File: src/rtl/counter_monitor.sv
// Checks a free-running counter against an internal model of its next value.
// Tracks mismatches and wrap-arounds, and re-acquires lock after any error.
module counter_monitor #(
    parameter int WIDTH = 9,
    parameter int ERR_W = 8
) (
    input  logic             clk,
    input  logic             rst_n,
    input  logic             mon_en,
    input  logic             err_clr,
    input  logic             ctr_enable,
    input  logic             ctr_clr,
    input  logic [WIDTH-1:0] count,
    output logic             locked,
    output logic [WIDTH-1:0] expected,
    output logic             err_pulse,
    output logic             err_sticky,
    output logic [ERR_W-1:0] err_count,
    output logic             wrap_pulse
);

    localparam logic [1:0] ST_IDLE    = 2'd0;
    localparam logic [1:0] ST_ACQUIRE = 2'd1;
    localparam logic [1:0] ST_TRACK   = 2'd2;

    localparam logic [WIDTH-1:0] CNT_MAX = '1;
    localparam logic [ERR_W-1:0] ERR_MAX = '1;

    logic [1:0]       state_q, state_d;
    logic             locked_q, locked_d;
    logic [WIDTH-1:0] expected_q, expected_d;
    logic             err_pulse_q, err_pulse_d;
    logic             err_sticky_q, err_sticky_d;
    logic [ERR_W-1:0] err_count_q, err_count_d;
    logic             wrap_pulse_q, wrap_pulse_d;

    // Clear dominates enable, exactly like the monitored counter.
    function automatic logic [WIDTH-1:0] next_val(input logic [WIDTH-1:0] v,
                                                  input logic en,
                                                  input logic clr);
        if (clr)
            return '0;
        else if (en)
            return v + WIDTH'(1);
        else
            return v;
    endfunction

    always_comb begin
        state_d      = state_q;
        expected_d   = expected_q;
        err_pulse_d  = 1'b0;
        wrap_pulse_d = 1'b0;
        err_sticky_d = err_sticky_q;
        err_count_d  = err_count_q;

        if (err_clr) begin
            err_sticky_d = 1'b0;
            err_count_d  = '0;
        end

        if (!mon_en) begin
            state_d = ST_IDLE;
        end else begin
            case (state_q)
                ST_IDLE: state_d = ST_ACQUIRE;
                ST_ACQUIRE: begin
                    expected_d = next_val(count, ctr_enable, ctr_clr);
                    state_d    = ST_TRACK;
                end
                ST_TRACK: begin
                    if (count == expected_q) begin
                        expected_d   = next_val(expected_q, ctr_enable, ctr_clr);
                        wrap_pulse_d = (expected_q == CNT_MAX) && ctr_enable && !ctr_clr;
                    end else begin
                        // A clear on the same edge restarts the tally at this error.
                        state_d      = ST_ACQUIRE;
                        err_pulse_d  = 1'b1;
                        err_sticky_d = 1'b1;
                        if (err_clr)
                            err_count_d = ERR_W'(1);
                        else if (err_count_q != ERR_MAX)
                            err_count_d = err_count_q + ERR_W'(1);
                    end
                end
                default: state_d = ST_IDLE;
            endcase
        end

        locked_d = (state_d == ST_TRACK);
    end

    always_ff @(posedge clk or negedge rst_n) begin
        if (!rst_n) begin
            state_q      <= ST_IDLE;
            locked_q     <= 1'b0;
            expected_q   <= '0;
            err_pulse_q  <= 1'b0;
            err_sticky_q <= 1'b0;
            err_count_q  <= '0;
            wrap_pulse_q <= 1'b0;
        end else begin
            state_q      <= state_d;
            locked_q     <= locked_d;
            expected_q   <= expected_d;
            err_pulse_q  <= err_pulse_d;
            err_sticky_q <= err_sticky_d;
            err_count_q  <= err_count_d;
            wrap_pulse_q <= wrap_pulse_d;
        end
    end

    assign locked     = locked_q;
    assign expected   = expected_q;
    assign err_pulse  = err_pulse_q;
    assign err_sticky = err_sticky_q;
    assign err_count  = err_count_q;
    assign wrap_pulse = wrap_pulse_q;

endmodule

File: config.mk
export PLATFORM = sky130hd
export DESIGN_NAME = counter_monitor
export DESIGN_NICKNAME = d
export VERILOG_FILES = /design/src/rtl/counter_monitor.sv
export SDC_FILE = /design/constraint.sdc
export NUM_CORES = 1
export LEC_CHECK = 0
export ABC_AREA = 1
export CAP_MARGIN = 5
export CORE_MARGIN = 2
export CORE_UTILIZATION = 45
export CTS_CLUSTER_DIAMETER = 30
export DETAILED_ROUTE_END_ITERATION = 8
export MAX_ROUTING_LAYER = met4
export PLACE_DENSITY = 0.72
export SYNTH_ARGS = -nofsm -noshare
export SYNTH_HDL_FRONTEND = slang
export SYNTH_SLANG_ARGS = --single-unit
File: constraint.sdc
create_clock -name clk -period 2 [get_ports clk]
set_input_delay 0.4 -clock clk [delete_from_list [all_inputs] [get_ports clk]]
set_output_delay 0.4 -clock clk [all_outputs]
set_load 0.01 [all_outputs]
# Word-level counts from Yosys, hierarchy flattened
# Cells that the tools add are included.
[word_totals]
ff_bits = 23
inputBits = 15
wordCells = 49
[classes]
addsub = 3
eq_ne = 8
mux = 25
n_reduce_logical = 6
[ops]
columns = ["cell", "count"]
rows = [
  ["$mux W8", 6],
  ["$mux W9", 5],
  ["$add A9 B1 Y9 const B", 2],
  ["$pmux W9 S2", 1],
  ["$mux W1", 10],
  ["$eq A9 B9 Y1", 1],
  ["$eq A9 B9 Y1 const B", 1],
  ["$add A8 B1 Y8 const B", 1],
  ["$ne A8 B8 Y1 const B", 1],
  ["$pmux W2 S3", 1],
  ["$eq A2 B2 Y1 const B", 2],
  ["$mux W2", 2],
  ["$reduce_and A4 Y1", 1],
  ["$ne A3 B3 Y1 const B", 1],
  ["$eq A2 B1 Y1 const B", 1],
  ["$logic_and A1 B1 Y1", 2],
  ["$logic_not A2 Y1", 1],
  ["$ne A2 B2 Y1 const B", 1],
  ["$reduce_bool A2 Y1", 1],
  ["$logic_not A1 Y1", 1],
]

# Logic depth before layout (Yosys ltp)
[logic_depth]
word_depth = 6
mapped_depth = 11

# Worst setup path before layout
# OpenSTA, ideal clock, no wires.
[synth_timing]
path_type = "register to register"
start = "reg expected_q[0] (netlist: expected[0])"
end = "reg expected_q[8] (netlist: expected[8])"
t_arrival_ns = 1.522
required_time_ns = 1.883
setup_slack_ns = 0.361
path_stages_with_launch = 11
period_less_slack_ns = 1.639
path_cell_list = "dfrtp_1 ha_1 nand3_1 nor2_1 nand3_1 nor2_1 ha_1 nand2_1 nand2_1 nand3_1 nand2_1"
[synth_between]
elab_chain_len = 5
word_cells_on_any_way = 8
[synth_lines]
columns = ["element", "line_no", "source"]
rows = [
  ["start: declaration", "31", "logic [WIDTH-1:0] expected_q, expected_d;"],
  ["start signal: assignment", "105", "expected_q <= expected_d;"],
  ["$add A9 B1 Y9", "44", "return v + WIDTH'(1);"],
  ["$mux W9", "43", "else if (en)"],
  ["$mux W9", "41", "if (clr)"],
  ["$mux W9", "72", "if (count == expected_q) begin"],
  ["$pmux W9 S2", "65", "case (state_q)"],
]
# Parallel ways exist; a longest one is shown, timed or not. The select of a mux whose other input is x is not followed.
# A chain may end at the register's enable or synchronous reset.

# Worst setup path after layout
[layout_timing]
start = "reg expected_q[4] (netlist: expected[4])"
end = "out expected[4]"
[layout_rtl]
columns = ["element", "line_no", "source"]
rows = [
  ["end: declaration", "15", "output logic [WIDTH-1:0] expected,"],
]
# No word-level cell between the ends.

==> results.sh <==
export IMPL_outcome="completed"
export IMPL_gp_congestion=0.845
export IMPL_overflow=0
export IMPL_wl_met3_um=164
export IMPL_crit_arrival_ns=1.41
export IMPL_ys_flop_type="dfrtp_1"
export IMPL_fmax_mhz=554
export IMPL_worst_setup_path_start_kind="flop"
export IMPL_core_rowCount=22
export IMPL_fp_dieW_um=65.6
export IMPL_synth_edf_count=0
export IMPL_cts_made_buffers=3
export IMPL_synth_top_cell_area_share=0.337
export IMPL_r2r_cells=10
export IMPL_critical_path_max_stage_delay_ns=0.60
export IMPL_die_h_um=65.6
export IMPL_clock_latency_ns=0.26
export IMPL_syn_inst=246
export IMPL_core_sq_mm=0.00366
export IMPL_yosys_area_top_type="dfrtp_1"
export IMPL_drv_cap=0
export IMPL_cp_cell_sequence="clkdlybuf4s50_1"
export IMPL_setup_worst_path_class="flop to output port"
export IMPL_critPathMaxFanout=8
export IMPL_ir_drop_uv=317
export IMPL_slew_headroom=0.773
export IMPL_antenna_found_initial=0
export IMPL_slowest_stage="clkdlybuf4s50_1"
export IMPL_critPathBufInv=1
export IMPL_fin_cells=346
export IMPL_fin_crit_sh=0.903
export IMPL_area_growth_syn_to_layout_pct=32.2
export IMPL_synth_area_leaders="dfrtp_1 34%, nand2_1 17%, nand3_1 8.5%"
export IMPL_layout_drive_gt1_share=0.111
export IMPL_met1_length_mm=1.88
export IMPL_worst_slew_pin_slew_ns=0.340
export IMPL_wl_mm=3.93
export IMPL_grt_use_total=0.198
export IMPL_highest_layer="met4"
export IMPL_ctsHoldBuffers=0
export IMPL_postPlaceCellArea_sq_mm=0.00221
export IMPL_ys_seq_area_frac=0.337
export IMPL_ys_warn_count=0
export IMPL_setup_viol=0
export IMPL_cts_tree="built"
export IMPL_whs_ns=0.487
export IMPL_synth_seq_cells=23
export IMPL_cts_root_buffer="clkbuf_8"
export IMPL_mappedNetlistNets=265
export IMPL_first_global_vias=1591
export IMPL_hold_viol_final=0
export IMPL_drt_first_iter_violations=85
export IMPL_min_path_type="primary input to asynchronous set/reset pin"
export IMPL_drv_slew=0
export IMPL_syn_cell_area_sq_mm=0.00171
export IMPL_insertedDiodeCount=0
export IMPL_dpl_hpwl_mm=3.10
export IMPL_synth_most_common_cell="nand2_1"
export IMPL_cts_clk_slew_worst_paths_ns=0.08
export IMPL_dieArea_sq_mm=0.00430
export IMPL_end_kind="output port"
export IMPL_grt_max_degree=24
export IMPL_fin_area_sq_mm=0.00225
export IMPL_path_delay_family="buffers and inverters"
export IMPL_post_cts_buffers=0
export IMPL_dr_wl_met2_mm=1.87
export IMPL_drc=0
export IMPL_route_vias_total=1684
export IMPL_clockBufferDepth=2
export IMPL_power_density_mw_per_mm2=544
export IMPL_worst_ep_required_time_ns=1.60
export IMPL_io_buffer_count=35
export IMPL_finalCriticalPeriod_ns=1.81
export IMPL_htreeDepth=1
export IMPL_routedWlPerCell_um=11.4
export IMPL_first_pass_iters=5
export IMPL_synth_common_cells="76 x nand2_1, 34 x inv_1, 29 x nand3_1"
export IMPL_post_cts_resized=0
export IMPL_io_pins=36
export IMPL_cts_sinks=23
export IMPL_post_synth_cell_area_avg_sq_um=6.93
export IMPL_rsz0062_at_grt="no"
export IMPL_initial_core_util=0.466
export IMPL_async_flop_share=1.00
export IMPL_synth_cell_types=31
export IMPL_place_inst=342
export IMPL_worst_path_stages=1
export IMPL_final_core_util=0.616
export IMPL_vias_per_cell=4.87
export IMPL_grt_pass1_wl_mm=6.60
export IMPL_fin_nets=318
export IMPL_p_leak_nw=1.12
export IMPL_ant_nets=0
export IMPL_finalClockSkew_ns=0.00435
[where the power goes]
group / internal (W) / switching (W) / total (W)
Sequential: 0.000504 / 0.0000619 / 0.000566
Clock: 0.000142 / 0.000139 / 0.000281
Combinational: 0.000194 / 0.000187 / 0.000381
[cells in the final DEF (no fill, tap or decap), drive strengths merged]
cell / instances
o32ai: 1
xnor2: 9
dfrtp: 23
o21ai: 8
nor3: 4
xor2: 3
nor2: 25
nand3: 29
o31ai: 1
buf: 16
nor3b: 1
inv: 37
o21bai: 2
ha: 4
clkdlybuf4s50: 35
nand2: 79
clkbuf: 4
nand3b: 1
o22ai: 1
or2: 1
a21oi: 6
nand4: 7
a21boi: 1
[metrics by stage]
step | worst slack, ns | total power [W] | TNS (ns)
finish | 0.195 | 0.00123 | 0
global route | 0.0710 | 0.00131 | 0
CTS | 0.186 | 0.00124 | 0
detailed placement | -0.0289 | 0.000959 | -0.0592
global placement | 0.0245 | 0.000955 | 0
floorplan | 0.361 | 0.000771 | 0
[logic make-up (layout without fill, tap and decap cells)]
group	count (synthesis)	count (layout)	synth area share
compound gates	20	20	0.0807
xor+xnor	12	12	0.0660
fa+ha+maj	4	4	0.0293
buf+inv	40	92	0.0968
flops	23	23	0.337
simple gates	147	147	0.390
[per-layer routing]
metal / up-vias / global-route usage
li1: 885 / -
met1: 761 / 0.240
met2: 36 / 0.353
met3: 2 / 0.0240
met4: 0 / 0.0417
met5: - / -
[worst paths after layout]
| check | startpoint | slack, ns | to |
|---|---|---|---|
| setup / recovery | expected[4] | 0.19 | expected[4] |
| hold / removal | rst_n | 0.49 | err_count[2] |
| setup reg to reg | expected[1] | 0.21 | expected[8] |
| hold reg to reg | err_sticky | 0.50 | err_sticky |
| max in group asynchronous | rst_n | 1.28 | expected[4] |
| min in group clk | err_sticky | 0.50 | err_sticky |
[cell type report]
class                      instances  area, sq um
inverter                          37          139
fill                             350         1410
tap                               48         60.1
timing repair buffer              51          470
sequential                        23          576
multi-input combinational        183          965
clock buffer                       4         45.0
[state kept, by name, summed over array words and instances (netlist names)]
register and flops:
wrap_pulse 1, expected 9, err_pulse 1, state_q 2, err_count 8, locked 1
err_sticky 1
Note: power is estimated with default switching activity, not from simulation.
